--- src/rtl/mxfp8_decode_sched.sv ---
// Shared FP8 E4M3 decoder with round-robin A/B arbitration and MX block tracking.
// Define MXFP8_BLOCK_LOCK_EN to keep the grant on one source for a whole MX block.
module mxfp8_decode_sched #(
   parameter int BLOCK_LEN = 32
) (
   input  logic       clk,
   input  logic       rst_n,
   input  logic       a_valid,
   input  logic [7:0] a_data,
   output logic       a_ready,
   input  logic       b_valid,
   input  logic [7:0] b_data,
   output logic       b_ready,
   output logic       out_valid,
   input  logic       out_ready,
   output logic       out_src,
   output logic       out_sign,
   output logic [3:0] out_exp,
   output logic [3:0] out_mant,
   output logic       out_last
);

   localparam int CW = (BLOCK_LEN > 1) ? $clog2(BLOCK_LEN) : 1;
   localparam logic [CW-1:0] CNT_LAST = CW'(BLOCK_LEN - 1);

   logic [CW-1:0] cnt_a_q, cnt_a_d;
   logic [CW-1:0] cnt_b_q, cnt_b_d;
   logic          last_b_q, last_b_d;

   logic          out_valid_q, out_valid_d;
   logic          out_src_q, out_src_d;
   logic          out_sign_q, out_sign_d;
   logic [3:0]    out_exp_q, out_exp_d;
   logic [3:0]    out_mant_q, out_mant_d;
   logic          out_last_q, out_last_d;

   logic          can_load;
   logic          rr_a, rr_b;
   logic          gnt_a, gnt_b;
   logic          hs_a, hs_b;
   logic          a_last, b_last;
   logic [7:0]    sel_data;

   assign can_load = !out_valid_q || out_ready;
   assign a_last   = (cnt_a_q == CNT_LAST);
   assign b_last   = (cnt_b_q == CNT_LAST);

   // On a tie the source that did not win last time goes next.
   assign rr_a = a_valid && (!b_valid || last_b_q);
   assign rr_b = b_valid && (!a_valid || !last_b_q);

`ifdef MXFP8_BLOCK_LOCK_EN
   typedef enum logic [1:0] {
      IDLE,
      OWN_A,
      OWN_B
   } lock_e;

   lock_e lock_q, lock_d;

   always_comb begin
      gnt_a  = 1'b0;
      gnt_b  = 1'b0;
      lock_d = lock_q;
      unique case (lock_q)
         IDLE: begin
            gnt_a = rr_a;
            gnt_b = rr_b;
            if (hs_a) begin
               lock_d = a_last ? IDLE : OWN_A;
            end else if (hs_b) begin
               lock_d = b_last ? IDLE : OWN_B;
            end
         end
         OWN_A: begin
            gnt_a = a_valid;
            if (hs_a && a_last) begin
               lock_d = IDLE;
            end
         end
         OWN_B: begin
            gnt_b = b_valid;
            if (hs_b && b_last) begin
               lock_d = IDLE;
            end
         end
         default: lock_d = IDLE;
      endcase
   end

   always_ff @(posedge clk) begin
      if (!rst_n) begin
         lock_q <= IDLE;
      end else begin
         lock_q <= lock_d;
      end
   end
`else
   assign gnt_a = rr_a;
   assign gnt_b = rr_b;
`endif

   assign a_ready = rst_n && can_load && gnt_a;
   assign b_ready = rst_n && can_load && gnt_b;
   assign hs_a    = a_valid && a_ready;
   assign hs_b    = b_valid && b_ready;

   assign sel_data = hs_b ? b_data : a_data;

   always_comb begin
      cnt_a_d  = cnt_a_q;
      cnt_b_d  = cnt_b_q;
      last_b_d = last_b_q;
      if (hs_a) begin
         cnt_a_d  = a_last ? '0 : cnt_a_q + CW'(1);
         last_b_d = 1'b0;
      end
      if (hs_b) begin
         cnt_b_d  = b_last ? '0 : cnt_b_q + CW'(1);
         last_b_d = 1'b1;
      end
   end

   always_comb begin
      out_valid_d = out_valid_q;
      out_src_d   = out_src_q;
      out_sign_d  = out_sign_q;
      out_exp_d   = out_exp_q;
      out_mant_d  = out_mant_q;
      out_last_d  = out_last_q;
      if (hs_a || hs_b) begin
         out_valid_d = 1'b1;
         out_src_d   = hs_b;
         out_sign_d  = sel_data[7];
         out_exp_d   = sel_data[6:3];
         out_mant_d  = {(sel_data[6:3] != 4'h0), sel_data[2:0]};
         out_last_d  = hs_b ? b_last : a_last;
      end else if (out_ready) begin
         out_valid_d = 1'b0;
      end
   end

   always_ff @(posedge clk) begin
      if (!rst_n) begin
         cnt_a_q     <= '0;
         cnt_b_q     <= '0;
         last_b_q    <= 1'b1;
         out_valid_q <= 1'b0;
         out_src_q   <= 1'b0;
         out_sign_q  <= 1'b0;
         out_exp_q   <= 4'h0;
         out_mant_q  <= 4'h0;
         out_last_q  <= 1'b0;
      end else begin
         cnt_a_q     <= cnt_a_d;
         cnt_b_q     <= cnt_b_d;
         last_b_q    <= last_b_d;
         out_valid_q <= out_valid_d;
         out_src_q   <= out_src_d;
         out_sign_q  <= out_sign_d;
         out_exp_q   <= out_exp_d;
         out_mant_q  <= out_mant_d;
         out_last_q  <= out_last_d;
      end
   end

   assign out_valid = out_valid_q;
   assign out_src   = out_src_q;
   assign out_sign  = out_sign_q;
   assign out_exp   = out_exp_q;
   assign out_mant  = out_mant_q;
   assign out_last  = out_last_q;

endmodule

--- config.mk ---
export PLATFORM = sky130hd
export DESIGN_NAME = mxfp8_decode_sched
export DESIGN_NICKNAME = d
export VERILOG_FILES = /design/src/rtl/mxfp8_decode_sched.sv
export SDC_FILE = /design/constraint.sdc
export NUM_CORES = 1
export LEC_CHECK = 0
export ABC_AREA = 1
export CORE_MARGIN = 1.5
export CORE_UTILIZATION = 40
export CTS_CLUSTER_SIZE = 10
export DETAILED_ROUTE_END_ITERATION = 8
export DONT_BUFFER_PORTS = 1
export GPL_TIMING_DRIVEN = 0
export MAX_ROUTING_LAYER = met4
export PLACE_DENSITY = 0.67
export SETUP_SLACK_MARGIN = 0.05
export SLEW_MARGIN = 20
export SYNTH_ARGS = -nofsm -noshare
export SYNTH_HDL_FRONTEND = slang
export SYNTH_SLANG_ARGS = --single-unit
--- constraint.sdc ---
create_clock -name clk -period 1.1 [get_ports clk]
set_input_delay 0.22 -clock clk [delete_from_list [all_inputs] [get_ports clk]]
set_output_delay 0.22 -clock clk [all_outputs]
set_load 0.05 [all_outputs]
==> results.toml, run 1 <==
[clock_tree]
clkTransAtPathRegs_ns = 0.12
cts_tree = "built"
numClockSinks = 23
htree_levels = 1
clock_tree.buffer_depth = 2
postCtsHoldBufs = 0
cts_buffers = 3
root_buffer = "clkbuf_4"
clkLatencyLatePin_ns = 0.31

[grt]
use_met2_pct = 38.44
globalRouteMet3Util_pct = 2.791
busiest_layer = "met2"
overflow = 0
use_met1_pct = 23.00
grt_max_degree = 13
first_global_vias = 1086
grt_first_pass_wirelength_mm = 4.961
antenna_found_initial = 0
grt_usage_pct = 20.56

[timing]
whs_ns = 0.1256
fin_crit_sh_pct = 134.3
fin_worst_skew_ns = 0.01029
tns_ns = -6.571
fin_crit_ns = 1.477
finalHoldViolCount = 0
timing.fmax_mhz = 676.8
setup_ws_ns = -0.3775
setup_viol = 25
rsz0062_at_grt = "true"
slew_viol_final = 0
tightestPinTransition_ns = 0.5879
slew_headroom_pct = 60.80

[layout]
area_delta_synth_final_pct = 52.74
stdcell_count = 202
nets = 197
fin_area_um2 = 1710
antennaDiodeCount = 0
drive_gt1_share_pct = 56.14

[die]
rows = 19
start_util_pct = 41.32
io_pins = 35
die_w_um = 55.91
die_h_um = 55.91
core_um2 = 2710
die_area_um2 = 3126

[detailed_routing]
drt_iter0_markers = 43
wl_per_cell_um = 15.70
route.detailed.drc = 0
first_pass_iters = 4
vias = 1116
routed_wl_mm = 3.172
antenna_left = 0
viasPerCell = 5.525

[worst_setup_path]
crit_type = "flip-flop to primary output"
arrival_ns = 1.26
path_common_cell = "nand2_4"
path_delay_family = "flip-flops"
r2r_slack_ns = -0.36
path_buf_inv = 1
crit_path_max_incr_delay_ns = 0.44
critPathSlowestCell = "dfxtp_4"
cp-end-kind = "primary output"
crit_required_ns = 0.88
startpoint_type = "flip-flop"
crit_fanout = 5
crit_chain = "nand2_4 > nand2_4 > nor2_4 > buf_12"

[logic_synthesis]
synth-seq-area-share_pct = 41.12
yosysWarningCount = 0
synthDistinctLibCells = 25
avgSynthCellArea_um2 = 7.566
syn_area_um2 = 1120
yosys_register_bits = 23
syn_inst = 148
synthesis.nets = 173

[hold_path]
hold_class = "primary input to flip-flop"

[status]
status = "finished with violations"
failed_checks = "setup timing"

[place]
dp_hpwl_mm = 1.886
dp_cells = 179
placed_area_um2 = 1276
place.gp.congestion = 0.7622
io_buffers = 0
dp_slack_ns = -0.2656

[power_and_ir_drop]
power_density_nw_per_um2 = 1108
leakagePower_uw = 0.0007030
peakVddDrop_mv = 0.9360

[run]
maxCapViolations = 0
[state kept, by name, indices dropped and copies added, names as in the netlist]
name       count
out_sign       1
cnt_b_q        5
last_b_q       1
cnt_a_q        5
out_valid      1
out_last       1
out_mant       4
out_exp        4
out_src        1
[cell usage in the layout, fill, tap and decap left out, drive strengths merged]
cell type  instances
bufbuf             1
buf               22
o211ai             4
o21ai              8
and3               2
nand3              3
nand2             38
inv               19
o21bai             2
clkbuf             5
a21oi             13
nor3               9
a22o               1
o21a               1
dfxtp             23
a31oi              1
nor3b              1
xnor2              2
ha                 4
nor2              12
[what timing repair did]
action | in CTS | in global routing
setup buffers | 11 | 7
gates resized for setup | 48 | 25
pin swaps | 14 | 9
cloned | 3 | 0
setup endpoints to repair | 36 | 32
[per-layer routing]
metal	share of wire (%)	up-vias
li1	-	530
met1	41	549
met2	53	29
met3	3.8	8
met4	2.0	0
met5	0	-
[Yosys cell counts]
cell type | instances | area share (%)
nand2_1 | 36 | 12
dfxtp_1 | 23 | 41
inv_1 | 18 | 6.0
a21oi_1 | 12 | 5.4
nor2_1 | 10 | 3.4
nor3_1 | 9 | 4.0
o21ai_0 | 7 | 3.1
ha_1 | 4 | 4.5
o211ai_2 | 4 | 4.5
nand3_1 | 3 | 1.3
and3_1 | 2 | 1.1
buf_4 | 2 | 1.3
buf_6 | 2 | 2.0
nand2_2 | 2 | 1.1
nor2_2 | 2 | 1.1
o21bai_1 | 2 | 1.3
xnor2_1 | 2 | 1.6
a21oi_2 | 1 | 0.78
a22o_1 | 1 | 0.78
a31oi_1 | 1 | 0.56
clkbuf_1 | 1 | 0.33
inv_2 | 1 | 0.33
nor3b_2 | 1 | 1.1
o21a_1 | 1 | 0.67
o21ai_1 | 1 | 0.45
[final timing paths]
path | start | to | depth (start not counted)
worst max register to register | out_valid | cnt_a_q[4] | 8
worst min-delay path | a_data[0] | out_mant[0] | 2
worst max-delay path | out_valid | b_ready | 4
worst min register to register | cnt_a_q[4] | cnt_a_q[4] | 2
[logic make-up after synthesis]
| logic type | Yosys count | share of synthesized area [%] |
|---|---|---|
| AOI/OAI and AO/OA | 30 | 17.54 |
| xor gates and xnor gates | 2 | 1.565 |
| adders and majority gates | 4 | 4.469 |
| buffers and inverters | 24 | 10.05 |
| DFF | 23 | 41.12 |
| and+or+nand+nor | 65 | 25.25 |
[metrics by stage]
stage | total power, µW | util (%)
floorplan | 1295 | -
global placement | 1336 | 47.09
global route | 1967 | 63.11
finish | 1896 | 63.11
detailed placement | 1350 | 47.09
CTS | 1856 | 58.96
[power breakdown]
group          internal (µW)  switching (µW)  total (µW)
Clock                    142             254         396
Combinational            211             229         439
Sequential               886             174        1060
[final cells by class]
class / count / area, µm²
fill: 234 / 999.7
clock buffer: 4 / 26.28
buffer: 5 / 66.31
multi-input combinational: 101 / 803.3
inverter: 19 / 71.32
timing repair buffer: 19 / 186.4
sequential: 23 / 518.0
tap: 31 / 38.79
Note: power is estimated with default switching activity, not from simulation.
==> run 2, diff against run 1 <==
CORE_UTILIZATION = 35   (was 40)
PLACE_DENSITY = 0.62   (was 0.67)
==> run 2 against run 1 <==
Compared with the run above: the run still ends with setup timing left; sequential share of layout area up 1.5 points; sequential cell count unchanged; setup slack better by 0.026 ns.
==> results.toml, run 2 (synthesis results as in run 1) <==
[status]
status = "finished with violations"
failed_checks = "setup timing"

[run]
maxCapViolations = 0

[grt]
grt_usage_pct = 18.13
overflow = 0
globalRouteMet3Util_pct = 3.493
busiest_layer = "met2"
use_met2_pct = 30.61
first_global_vias = 1062
antenna_found_initial = 0
grt_max_degree = 13
use_met1_pct = 20.48
grt_first_pass_wirelength_mm = 4.733

[place]
io_buffers = 0
dp_hpwl_mm = 1.848
dp_cells = 192
dp_slack_ns = -0.2532
place.gp.congestion = 0.8029

[timing]
timing.fmax_mhz = 688.9
fin_crit_sh_pct = 132.0
rsz0062_at_grt = "true"
tightestPinTransition_ns = 0.5923
finalHoldViolCount = 0
slew_headroom_pct = 60.52
whs_ns = 0.1006
fin_worst_skew_ns = 0.005985
fin_crit_ns = 1.452
slew_viol_final = 0
setup_ws_ns = -0.3516
setup_viol = 25

[layout]
top_regs = "cnt_a_q: 5 flops, cnt_b_q: 5 flops"
nets = 194
drive_gt1_share_pct = 48.21
nFillCells = 291
area_delta_synth_final_pct = 44.36
final_cell_mix = "nand2_1, inv_1, dfxtp_4"
stdcell_count = 212
final_common_cell = "nand2_1"
antennaDiodeCount = 0

[die]
rows = 20
die_area_um2 = 3548
core_um2 = 3053
io_pins = 35
start_util_pct = 36.68
die_h_um = 59.57
die_w_um = 59.57

[clock_tree]
numClockSinks = 23
root_buffer = "clkbuf_4"
cts_tree = "built"
clock_tree.buffer_depth = 2
cts_buffers = 3
clkTransAtPathRegs_ns = 0.12
clkLatencyLatePin_ns = 0.31
htree_levels = 1

[hold_path]
hold_class = "primary input to flip-flop"
worstHoldStart = "rst_n"

[worst_setup_path]
critPathLaunch = "out_valid"
crit_type = "flip-flop to primary output"
crit_fanout = 5
rr_startpoint = "out_valid"
cp-end-kind = "primary output"
arrival_ns = 1.23
startpoint_type = "flip-flop"
crit_required_ns = 0.88

[detailed_routing]
wl_per_cell_um = 12.62
drt_iter0_markers = 22
vias = 1043
routed_wl_mm = 2.675
viasPerCell = 4.920
antenna_left = 0
first_pass_iters = 4
route.detailed.drc = 0

[power_and_ir_drop]
peakVddDrop_mv = 0.5281
leakagePower_uw = 0.0006703
combPwrFrac_pct = 20.4
power_density_nw_per_um2 = 1126
p_clk_share_pct = 21.5
seqPwrFrac_pct = 58.1
switching_share_pct = 33.35
p_int_uw = 1213
power_uw = 1820
switchingPower_uw = 606.9
==> run 2: cell count changes in the layout (fill, tap and decap cells not counted), moves of 2 or more <==
| cell | delta |
|---|---|
| buf_4 | -2 |
| nor3_1 | +2 |
| nand2_1 | +6 |
| a21oi_1 | +4 |
| inv_1 | -2 |
| nor3_4 | -2 |
| inv_2 | +2 |
| a21oi_2 | -2 |
| nand2_2 | -5 |
| a21oi_4 | -2 |
==> run 2: area by class of cell <==
type / instances / area [µm²] / share of cell area (%)
Multi-Input combinational cell: 101 / 718.2 / 44.43
Buffer: 5 / 66.31 / 4.102
Timing Repair Buffer: 16 / 165.2 / 10.22
Tap cell: 44 / 55.05 / 3.406
Clock buffer: 4 / 26.28 / 1.625
Inverter: 19 / 71.32 / 4.412
Sequential cell: 23 / 514.2 / 31.81
==> run 2: metal layers <==
| layer | share of wire, % | up-vias | wire [µm] |
|---|---|---|---|
| met5 | 0 | - | 0 |
| met4 | 1.9 | 0 | 52 |
| met3 | 5.2 | 6 | 138 |
| met2 | 52 | 27 | 1385 |
| met1 | 41 | 485 | 1098 |
| li1 | - | 525 | - |
==> run 2: repair_timing <==
item / in CTS / in global routing
setup buffers: 8 / 8
endpoints found under the setup margin: 36 / 25
pin swaps: 15 / 6
gates cloned: 2 / 0
hold buffers: 0 / 0
gates resized for setup: 44 / 8
==> run 2: critical path, cell delays in order (launching register included) <==
cell and delay, ns:
dfxtp_4 0.44, nand2_4 0.10, nand2_4 0.07, nor2_4 0.14
buf_12 0.17
==> run 2: power by group through the flow <==
stage	clock network (µW)	registers (µW)	logic, µW
after floorplan	0	1070	229
after global placement	0	1080	262
after detailed placement	0	1080	269
after CTS	418	1060	358
after global routing	451	1060	414
final	391	1060	372
==> run 2: path summary, 6_finish.rpt <==
| path | end | slack [ns] | depth (start not counted) |
|---|---|---|---|
| hold / removal | out_sign | 0.10 | 2 |
| setup reg to reg | out_last | -0.29 | 8 |
| setup / recovery | b_ready | -0.35 | 4 |
| hold reg to reg | last_b_q | 0.49 | 2 |
==> run 2: metrics by stage <==
step / cell area (µm²) / utilization (%) / TNS [ns]
after floorplan: 1237 / - / -1.226
after global placement: 1292 / 42.34 / -3.331
after detailed placement: 1292 / 42.34 / -3.684
after CTS: 1575 / 51.60 / -5.543
after global routing: 1617 / 52.95 / -7.357
final: 1617 / 52.95 / -5.363
==> run 3, diff against run 2 <==
SLEW_MARGIN = not set   (was 20)
==> results of run 3 <==
Final layout, timing and power as in run 2 (identical DEF).
